<file path="config.mk">
export PLATFORM = sky130hd
export DESIGN_NAME = alu_arbiter
export DESIGN_NICKNAME = d
export VERILOG_FILES = /design/src/rtl/alu_arbiter.sv
export SDC_FILE = /design/constraint.sdc
export NUM_CORES = 1
export LEC_CHECK = 0
export BUFFER_PORTS_ARGS = -buffer_cell sky130_fd_sc_hd__buf_4
export CELL_PAD_IN_SITES_DETAIL_PLACEMENT = 1
export CELL_PAD_IN_SITES_GLOBAL_PLACEMENT = 1
export CORE_MARGIN = 2
export CORE_UTILIZATION = 40
export CTS_BUF_LIST = sky130_fd_sc_hd__clkbuf_2
export DETAILED_ROUTE_END_ITERATION = 6
export PLACE_DENSITY = 0.93
export SLEW_MARGIN = 20
export SYNTH_ARGS = -nofsm -noshare
export SYNTH_HDL_FRONTEND = slang
export SYNTH_SLANG_ARGS = --single-unit
</file>
<file path="constraint.sdc">
create_clock -name clk -period 6.6 [get_ports clk]
set_input_delay 1.32 -clock clk [delete_from_list [all_inputs] [get_ports clk]]
set_output_delay 1.32 -clock clk [all_outputs]
set_load 0.03 [all_outputs]
</file>
<file path="src/rtl/alu_arbiter.sv">
// alu_arbiter: two-port arbiter in front of a shared combinational ALU, with starvation guard and registered response.
module alu_arbiter #(
  parameter int XLEN = 32,
  parameter int STARVE_MAX = 4
) (
  input  logic            clk,
  input  logic            rst,
  input  logic            req0_valid,
  output logic            req0_ready,
  input  logic [XLEN-1:0] req0_a,
  input  logic [XLEN-1:0] req0_b,
  input  logic [4:0]      req0_shamt,
  input  logic [4:0]      req0_ctl,
  input  logic [6:0]      req0_funct7,
  input  logic            req1_valid,
  output logic            req1_ready,
  input  logic [XLEN-1:0] req1_a,
  input  logic [XLEN-1:0] req1_b,
  input  logic [4:0]      req1_shamt,
  input  logic [4:0]      req1_ctl,
  input  logic [6:0]      req1_funct7,
  output logic            rsp_valid,
  input  logic            rsp_ready,
  output logic            rsp_id,
  output logic [XLEN-1:0] rsp_data,
  output logic [XLEN-1:0] alu_a,
  output logic [XLEN-1:0] alu_b,
  output logic [4:0]      alu_shamt,
  output logic [4:0]      alu_ctl,
  output logic [6:0]      alu_funct7,
  input  logic [XLEN-1:0] alu_out
);
  localparam int CW = $clog2(STARVE_MAX + 1);
  localparam logic [CW-1:0] SMAX = CW'(STARVE_MAX);
  localparam logic [1:0] IDLE = 2'd0, EXEC = 2'd1, HOLD = 2'd2;
  logic [1:0]    state;
  logic [CW-1:0] cnt;
  logic          op_id, accept, grant1, take;
  // rst gates accept so neither ready is raised while reset is held
  assign accept = !rst && (state == IDLE || (state == HOLD && rsp_valid && rsp_ready));
  assign grant1 = req1_valid && (!req0_valid || cnt == SMAX);
  assign req0_ready = accept && req0_valid && !grant1;
  assign req1_ready = accept && grant1;
  assign take = accept && (req0_valid || req1_valid);
  always_ff @(posedge clk or posedge rst) begin
    if (rst) begin
      state <= IDLE;
      cnt <= '0;
      op_id <= 1'b0;
      alu_a <= '0;
      alu_b <= '0;
      alu_shamt <= '0;
      alu_ctl <= '0;
      alu_funct7 <= '0;
      rsp_valid <= 1'b0;
      rsp_id <= 1'b0;
      rsp_data <= '0;
    end else begin
      if (accept) cnt <= (req0_valid && req1_valid && !grant1) ? (cnt == SMAX ? cnt : cnt + 1'b1) : '0;
      if (take) begin
        alu_a <= grant1 ? req1_a : req0_a;
        alu_b <= grant1 ? req1_b : req0_b;
        alu_shamt <= grant1 ? req1_shamt : req0_shamt;
        alu_ctl <= grant1 ? req1_ctl : req0_ctl;
        alu_funct7 <= grant1 ? req1_funct7 : req0_funct7;
        op_id <= grant1;
      end
      if (state == EXEC) begin
        rsp_data <= alu_out;
        rsp_id <= op_id;
        rsp_valid <= 1'b1;
      end else if (accept) rsp_valid <= 1'b0;
      state <= take ? EXEC : state == EXEC ? HOLD : (state == HOLD && !accept) ? HOLD : IDLE;
    end
  end
endmodule
</file>
==> run metrics, run 1 <==
RSZ-0062 raised after global routing no; Worst-Skew Late Latency around 0.68 ns; hold crit path type reg2reg; syn avg cell area ~14 µm²; Hold Buf Count CTS 0; r2r setup slk about 4.4 ns; CTS tree built; GRT Residual Overflow 0; post-synthesis sequential area ratio 0.461; vias in the first global route approximately 6200; fin nets 972; number of library cell types mapped by synthesis 32; CTS sink cnt 121; clock buffer depth 2; Post-DP HPWL about 15000 µm; starting density of the core 0.412; share of cells above drive strength 1 0.573; Tightest Pin Transition between 0.9 and 1 ns; Die Height around 130 µm; Max IR drop VDD between 0.2 and 0.3 mV; first-pass GRT wire length 33800 µm; Setup Fix Bufs, Post-CTS 0; slew margin rel. 0.389; n_diodes 0; cts bufs inserted 17; DR vias/cell between 5 and 6; DRT antenna net count 0; crit share post-route 0.583; die footprint between 15000 and 20000 µm²; critical path endpoint req0_ready; max incr delay on CP ~0.55 ns; worst r2r src cnt[0]; Setup CP Type in2out; CTS resizes 0; Area Overhead vs Synth 38.5%; status completed; # fillers approximately 1700; crit path DAT roughly 2.5 ns; PortBufs 315; Worst path slowest cell buf_4; worst-path fanout max 87; Worst Skew roughly 0.046 ns; H-tree Lvls 4; final hold violation count 0; largest net degree at the start of global routing 88; TritonRoute pass-1 iters 5; Slew Viols, Final 0; WHS between 0.5 and 0.6 ns; PwrDens between 400 and 500 nW/µm²; ys async rst share 1.00; leakage roughly 4.3 nW; top cells by area, synth dfrtp_1, mux2_4, a32o_1; Crit. End Element output port; critical path startpoint category input port; Critical path origin req1_valid; Gate Count Post-Synth about 480; leading area contributor after synthesis dfrtp_1; placement row count 46; flops & latches, synth 121; Worst Path Required around 5.3 ns; drt total wl around 21000 µm; boundary pin count 316; Initial DRC Count 224; Die W roughly 130 µm; per-cell routed wire length 21.2 µm; gr usage total 0.246; most frequent cell after synthesis dfrtp_1; worst r2r dst cnt[2]; final setup vio count 0; initial antenna violation count 0; core area between 15000 and 20000 µm²; Mapped Area 6560 µm²; CP dominant cell by count buf_4; fmax between 200 and 300 MHz; crit path cell chain buf_4, nand2_1, and3_1, buf_4; vias between 5000 and 6000; Worst-path clk slew ~0.21 ns; ys flop type dfrtp_1; Post-synth EDFFs 0; synth warn 0; post-synth top area share 0.461; Syn Nets slightly below 700; leading cell types by count after synthesis dfrtp_1, a32o_1, and2_1; Max-Cap Viols 0; Final TNS setup 0 ns; post-layout min period just under 4 ns; GPL Wtd Cong 0.813; drt drc 0; r2r worst-path depth 6; CTS root buffer clkbuf_2
## logic make-up (layout without fill, tap and decap cells)
family                   Yosys count  after routing  share of synthesized area
AO/OA/AOI/OAI                     92             92                      0.138
adder cells (fa/ha/maj)            2              2                    0.00381
buffers and inverters             54            360                     0.0637
flip-flops                       121            121                      0.461
multiplexers                     114            114                      0.241
AND/OR/NAND/NOR                   95             95                     0.0927
## sequential cells by signal, summed over array words and instances, names as in the netlist
name,flops
cnt,3
state,2
rsp_valid,1
rsp_id,1
alu_b,32
op_id,1
rsp_data,32
alu_shamt,5
alu_a,32
alu_ctl,5
alu_funct7,7
## layer usage
| metal | up-vias | share of wire | track usage |
|---|---|---|---|
| li1 | 2371 | - | - |
| met1 | 2710 | 0.37 | 0.272 |
| met2 | 250 | 0.52 | 0.437 |
| met3 | 69 | 0.065 | 0.0661 |
| met4 | 0 | 0.046 | 0.118 |
| met5 | - | 0 | 0 |
## worst min path at each step
stage	to	slack (ns)	from	cells after the start
3_3_place_gp	rsp_data[31]	0.47	rsp_data[31]	1
4_1_cts	rsp_data[20]	0.53	rsp_data[20]	1
2_1_floorplan	rsp_id	0.46	op_id	1
5_1_grt	rsp_data[4]	0.55	rsp_data[4]	1
6_report	rsp_data[20]	0.52	rsp_data[20]	1
3_5_place_dp	rsp_data[20]	0.48	rsp_data[20]	1
## where the power goes
group | switching, mW | total (mW) | internal [mW]
sequential | 0.252 | 1.36 | 1.11
clock | 0.321 | 0.462 | 0.141
combinational | 1.24 | 2.27 | 1.03
total | 1.81 | 4.09 | 2.28
## stage by stage
step	util	cells	area (µm²)	setup slack (ns)	power [mW]
floorplan	-	478	6560	2.07	2.78
global placement	0.556	968	8860	2.88	3.55
detailed placement	0.556	968	8860	2.75	3.65
CTS	0.570	1000	9090	2.74	4.13
global route	0.570	1000	9090	2.62	4.29
finish	0.570	1000	9090	2.76	4.09
## cells in the final DEF (no fill, tap or decap), drive strengths merged, types with 3 or more instances in the layout
cell / instances
a32o: 81
and2: 81
buf: 322
clkbuf: 17
clkinv: 3
clkinvlp: 6
dfrtp: 121
inv: 11
mux2: 114
nor2: 3
## cell type report
type,instances,area [µm²],area share
Timing Repair Buffer,322,2420,0.266
Clock inverter,15,141,0.0156
Clock buffer,17,85.1,0.00936
Inverter,6,25.0,0.00275
Tap cell,216,270,0.0297
Sequential cell,121,3030,0.333
Multi-Input combinational cell,303,3120,0.343
## critical path, delay by kind of cell
family | cells | cell delay (ns)
AND/OR/NAND/NOR | 2 | 0.47
buffers and inverters | 2 | 0.72
No activity file was read; power rests on OpenSTA's default activity.
==> inputs of run 2 (changes only) <==
- CORE_UTILIZATION: 40 -> 37
- PLACE_DENSITY: 0.93 -> 0.87
- clock period: 6.6 -> 3.9 ns (I/O delays scaled with it)
==> run 2 against run 1 <==
Power rose by 70%. Flip-flop and latch count unchanged. Combinational power up 68%. Register-to-register slack worse by 2.9 ns. Clock power up 90%. Sequential share of layout area decreased by 0.38 points. Design area rose by 1.1%. Routed wire length is 4.0% lower. Clock skew fell by 0.013 ns. Setup slack lost 1.8 ns. Utilization is 3.9 points lower. Sequential power increased by 68%. Critical endpoint unchanged. Largest power group unchanged. Highest routed layer unchanged.
==> run metrics, run 2 (synthesized netlist as in run 1, its figures left out) <==
biggest regs alu_a (32), alu_b (32), rsp_data (32); final instance area 9190 µm² (+1.1%); initial antenna violation count 0 (unchanged); fmax about 340 MHz; Slew Viols, Final 0 (unchanged); hold crit path type in2async; most common cell after layout, fill and taps aside buf_4; per-cell routed wire length 20.2 µm (-4.8%); Die Height 137 µm (+3.9%); Tightest Pin Transition 0.932 ns (+0.0151 ns); Area Overhead vs Synth 40.1%; Max IR drop VDD 0.507 mV (+88%); post-layout min period 2.91 ns; CTS tree built; DRT antenna net count 0 (unchanged); boundary pin count 316 (unchanged); PwrDens 758 nW/µm² (+68%); Worst-Skew Late Latency 0.68 ns (about the same); register area 3030 µm² (unchanged); GRT Residual Overflow 0 (unchanged); leakage 4.39 nW (+0.98%); Post-DP HPWL 14600 µm (-3.4%); multi-input logic area 3140 µm² (+0.60%); Setup CP Type reg2out; status completed; final setup vio count 0 (unchanged); # fillers 1857 (+7.9%); TritonRoute pass-1 iters 6 (+1); Hold Buf Count CTS 0 (unchanged); cts bufs inserted 17 (unchanged); Die W 137 µm (+3.9%); GPL Wtd Cong 0.831 (+2.2%); Worst Path Required 3.12 ns (-2.16 ns); Final TNS setup 0 ns (unchanged); CTS sink cnt 121 (unchanged); Worst-path clk slew 0.21 ns (about the same); first-pass GRT wire length 30700 µm (-9.3%); switching share of power 0.427 (-0.0151); placement row count 48 (+4.3%); vias in the first global route 5825 (-5.7%); Max-Cap Viols 0 (unchanged); drt drc 0 (unchanged); vias 5319 (-1.5%); largest net degree at the start of global routing 88 (unchanged); Pint 3.99 mW (+75%); clock buffer depth 2 (unchanged); H-tree Lvls 4 (unchanged); DR vias/cell 5.27 (-2.4%); PortBufs 315 (unchanged); fin nets 972 (unchanged); core area 17300 µm² (+8.5%); worst-path fanout max 4 (-95%); share of cells above drive strength 1 0.570 (-0.00255); critical path startpoint category register; Worst Skew 0.0335 ns (-0.0128 ns); Crit. End Element output port; slew margin rel. 0.379 (-0.0100); Switch Pwr 2.98 mW (+65%); drt total wl 20400 µm (-4.0%); crit path DAT 2.13 ns (-0.39 ns); die footprint 18800 µm² (+7.9%); sequential power share 0.327 (-0.005); crit share post-route 0.747; gr usage total 0.211 (-0.0345); Setup Fix Bufs, Post-CTS 0 (unchanged); area of placed instances 8930 µm² (+0.78%); commonest non-fill, non-tap cells in the layout buf_4, dfrtp_1, and2_1, a32o_1, mux2_4; Initial DRC Count 179 (-20%); RSZ-0062 raised after global routing no; starting density of the core 0.379 (-0.0322); n_diodes 0 (unchanged); combinational power share 0.547 (-0.008); CTS resizes 0 (unchanged); CTS root buffer clkbuf_2; clock share of power 0.126 (+0.013); final hold violation count 0 (unchanged)
run 2: changes by cell type in the layout (fill, tap and decap cells not counted), moves of 2 or more:
cell / delta
clkinvlp_4: -2
clkinv_1: +2
buf_4: -3
buf_12: +3
bufinv_16: +2
inv_6: -4
run 2: worst max-delay path: stages, from the launching register on:
cell	delay, ns
dfrtp_1	0.44
inv_1	0.06
ha_1	0.27
a21bo_4	0.24
nand2_1	0.10
and3_1	0.21
buf_4	0.17
run 2: final timing paths:
path	cells past startpoint	slack [ns]	start	end
max in group asynchronous	3	2.84	rst	alu_funct7[5]
worst min register to register	1	0.52	rsp_data[14]	rsp_data[14]
min in group clk	2	0.29	alu_out[24]	rsp_data[24]
worst max-delay path	6	0.99	cnt[0]	req0_ready
worst max register to register	6	1.49	cnt[1]	alu_ctl[3]
worst min-delay path	2	0.21	rst	rsp_data[26]
run 2: area by class of cell:
| cell class | count | share of cell area |
|---|---|---|
| well taps | 225 | 0.0306 |
| repair buffers | 322 | 0.267 |
| multi-input cells | 303 | 0.342 |
| clock buffers | 17 | 0.00926 |
| inverters | 6 | 0.00286 |
| flip-flops and latches | 121 | 0.329 |
| clock inverters | 15 | 0.0192 |
run 2: layer usage:
layer | track usage | up-vias | wire length (µm)
met2 | 0.374 | 235 | 10500
met4 | 0.0876 | 0 | 581
met1 | 0.241 | 2669 | 7860
met5 | 0 | - | 0
li1 | - | 2373 | -
met3 | 0.0552 | 42 | 1420
run 2: metrics by stage:
stage | cells | setup slack, ns | hold slack (ns) | util | power, mW
floorplan | 478 | 1.39 | 0.464 | - | 4.70
global placement | 977 | 0.851 | 0.471 | 0.516 | 6.01
detailed placement | 977 | 0.727 | 0.476 | 0.516 | 6.14
CTS | 1009 | 0.884 | 0.112 | 0.531 | 7.05
global route | 1009 | 0.810 | 0.152 | 0.531 | 7.32
finish | 1009 | 0.987 | 0.208 | 0.531 | 6.97
run 2: power groups by stage:
stage / logic [mW] / registers [mW] / clock network (mW)
finish: 3.81 / 2.28 / 0.876
global route: 3.99 / 2.36 / 0.969
CTS: 3.85 / 2.29 / 0.915
detailed placement: 3.84 / 2.30 / 0
global placement: 3.74 / 2.27 / 0
floorplan: 1.27 / 3.43 / 0
==> inputs of run 3 (changes only) <==
- ABC_AREA: not set -> 1
- CORE_UTILIZATION: 37 -> 33
- clock period: 3.9 -> 2.7 ns (I/O delays scaled with it)
==> run 3 against run 2 <==
First-iteration DRC count is 27% higher. Sequential share of layout area fell by 0.22 points. Non-clock buffer count up 35. Routed wire length up 17%. Clock-buffer cell count rose by 2. Register-to-register slack worse by 0.95 ns. Sequential power up 39%. Largest cell class is now sequential cells. Worst hold slack got worse by 0.079 ns. Critical path type is now in2out. Die area up 6.3%. Combinational power up 35%.
==> run metrics, run 3 <==
crit share post-route 0.915; flops & latches, synth 121 (unchanged); final instance count without filler cells 1368 (+36%); Die Height 141 µm (+3.1%); boundary pin count 316 (unchanged); Tightest Pin Transition 0.956 ns (+0.0244 ns); r2r setup slk 0.54 ns (-0.95 ns); initial antenna violation count 1 (+1); GPL Wtd Cong 0.779 (-6.3%); Slew Viols, Final 0 (unchanged); slew margin rel. 0.362 (-0.0163); share of cells above drive strength 1 0.335 (-0.236); PortBufs 315 (unchanged); ys flop type dfrtp_1; CP dominant cell by count buf_4; Worst Skew 0.0314 ns (-0.00211 ns); WHS 0.130 ns (-0.0786 ns); Worst Path Required 2.16 ns (-0.96 ns); max incr delay on CP 0.54 ns (+0.10 ns); clock buffer depth 2 (unchanged); leakage 5.25 nW (+20%); main combinational cell family by area after synthesis simple AND/OR/NAND/NOR gates; Min-Delay Path Depth 3; crit path DAT 1.93 ns (-0.20 ns); most frequent cell after synthesis nand2_1; pre-CTS setup slack 0.614 ns (-0.113 ns); Mapped Area 6230 µm² (-5.1%); final setup vio count 0 (unchanged); post-synthesis xor/xnor area fraction 0.00141 (+0.00141); critical path startpoint category input port; Compound-Gate Fraction of Synth Area 0.00402 (-0.134); worst setup margin 0.230 ns (-0.757 ns); Post-DP HPWL 15900 µm (+8.7%); post-synthesis sequential area ratio 0.486 (+0.0246); die footprint 20000 µm² (+6.3%); H-tree Lvls 4 (unchanged); fmax approximately 400 MHz; synthesized-area fraction occupied by adder cells 0.00402 (+0.000203); Critical path buffers and inverters 4 (+2); final hold violation count 0 (unchanged); CTS tree built; Final TNS setup 0 ns (unchanged); Setup CP Type in2out; PwrDens 1030 nW/µm² (+36%); status completed; Worst Hold End rsp_data[30]; Max-Cap Viols 0 (unchanged); Initial DRC Count 227 (+27%); leading cell types by count after synthesis nand2_1, dfrtp_1, nand3_1; synth warn 0 (unchanged); Area Overhead vs Synth 48.5%; Inst Count DP 1307 (+34%); gr usage total 0.232 (+0.0207); drt drc 0 (unchanged); most common cell after layout, fill and taps aside buf_4; Syn Nets 1000 (+47%); first-pass GRT wire length 36400 µm (+19%); hold crit path type in2reg; Total Power 9.51 mW (+36%); DR vias/cell 4.88 (-7.4%); fin nets 1322 (+36%); r2r worst-path depth 8 (+2); worst r2r dst alu_a[18]; post-synth top area share 0.486 (+0.0246); cts bufs inserted 17 (unchanged); drt total wl 23900 µm (+17%); top cells by area, synth dfrtp_1, nand2_1, nand3b_1; worst r2r src cnt[0]; largest net degree at the start of global routing 83 (-5.7%); core area 18600 µm² (+7.8%); Synth Area in Simple Gates 0.400 (+0.308); vias in the first global route 6911 (+19%); number of library cell types mapped by synthesis 18 (-44%); Max IR drop VDD 0.511 mV (+0.70%); per-cell routed wire length 17.4 µm (-14%); Worst-Skew Late Latency 0.69 ns (about the same); TritonRoute pass-1 iters 4 (-2); post-layout min period 2.47 ns; RSZ-0062 raised after global routing no; syn avg cell area 7.80 µm² (-43%); ys async rst share 1.00 (unchanged); worst-path fanout max 7 (+3); Gate Count Post-Synth 799 (+67%); Post-synth EDFFs 0 (unchanged); Crit. End Element output port; GRT Residual Overflow 0 (unchanged); CTS sink cnt 121 (unchanged); placement row count 50 (+4.2%); Die W 141 µm (+3.1%); Worst path slowest cell dlygate4sd3_1; Critical path origin rst; commonest non-fill, non-tap cells in the layout buf_4, nand2_1, dfrtp_1; Worst-path clk slew 0.22 ns (about the same); CTS root buffer clkbuf_2; mux share of post-synthesis cell area 0 (-0.241); DRT antenna net count 0 (unchanged); Hold Crit Start alu_out[30]; leading area contributor after synthesis dfrtp_1; biggest regs alu_a (32), alu_b (32), rsp_data (32); vias 6680 (+26%); starting density of the core 0.334 (-0.0452); Worst path top cell family by delay buffers and inverters; crit path cell chain dlygate4sd3_1, buf_4, nor2_4, nand2_4, inv_2, nand2_1, nor2_1, buf_4
## run 3: what timing repair did
item / in CTS / in global routing
gates resized for setup: 2 / 1
pin swaps: 0 / 1
hold buffers: 20 / 7
cloned: 0 / 0
buffers inserted: 0 / 2
setup endpoints to repair: 1 / 2
hold endpoints to repair: 81 / 7
## run 3: how the worst max path moves through the flow
stage,to,cells after the start
6_report,req0_ready,8
5_1_grt,req0_ready,8
4_1_cts,req0_ready,8
3_5_place_dp,cnt[1],8
3_3_place_gp,alu_a[0],8
2_1_floorplan,req0_ready,9
## run 3: kinds of logic (layout without fill, tap and decap cells)
| kind of cell | Yosys count | count (layout) |
|---|---|---|
| AOI/OAI and AO/OA | 5 | 5 |
| xor gates and xnor gates | 1 | 1 |
| buffers and inverters | 145 | 479 |
| other | 0 | 1 |
| and+or+nand+nor | 525 | 525 |
| adders and majority gates | 2 | 2 |
| DFF | 121 | 121 |
## run 3: power by group
group,internal (mW),leakage (nW),switching [mW]
Sequential,2.66,1.49,0.523
Combinational,1.80,3.62,3.36
Clock,0.422,0.134,0.745
## run 3: final cells by class
class / instances / area (µm²)
Timing Repair Buffer: 357 / 2770
Clock buffer: 19 / 95.1
Inverter: 91 / 345
Multi-Input combinational cell: 533 / 2590
Sequential cell: 121 / 3030
Fill cell: 2329 / 9390
Tap cell: 234 / 293
Clock inverter: 12 / 128
Antenna cell: 1 / 2.50
## run 3: worst min-delay path, cell delays in order
cell and delay (ns):
buf_4 0.08, nand3_1 0.09, nand2_1 0.09
## run 3: per-stage QoR
step,cell area (µm²),utilization
2_1_floorplan,6230,-
3_3_place_gp,8730,0.468
3_5_place_dp,8730,0.468
4_1_cts,9160,0.491
5_1_grt,9250,0.496
6_report,9250,0.496
## run 3: per-layer routing
metal	global-route usage	part of all wire	routed length (µm)	up-vias
met5	0	0	0	-
met4	0.109	0.042	997	0
met3	0.0526	0.059	1400	69
met2	0.406	0.51	12100	238
met1	0.269	0.39	9340	3252
li1	-	-	-	3121
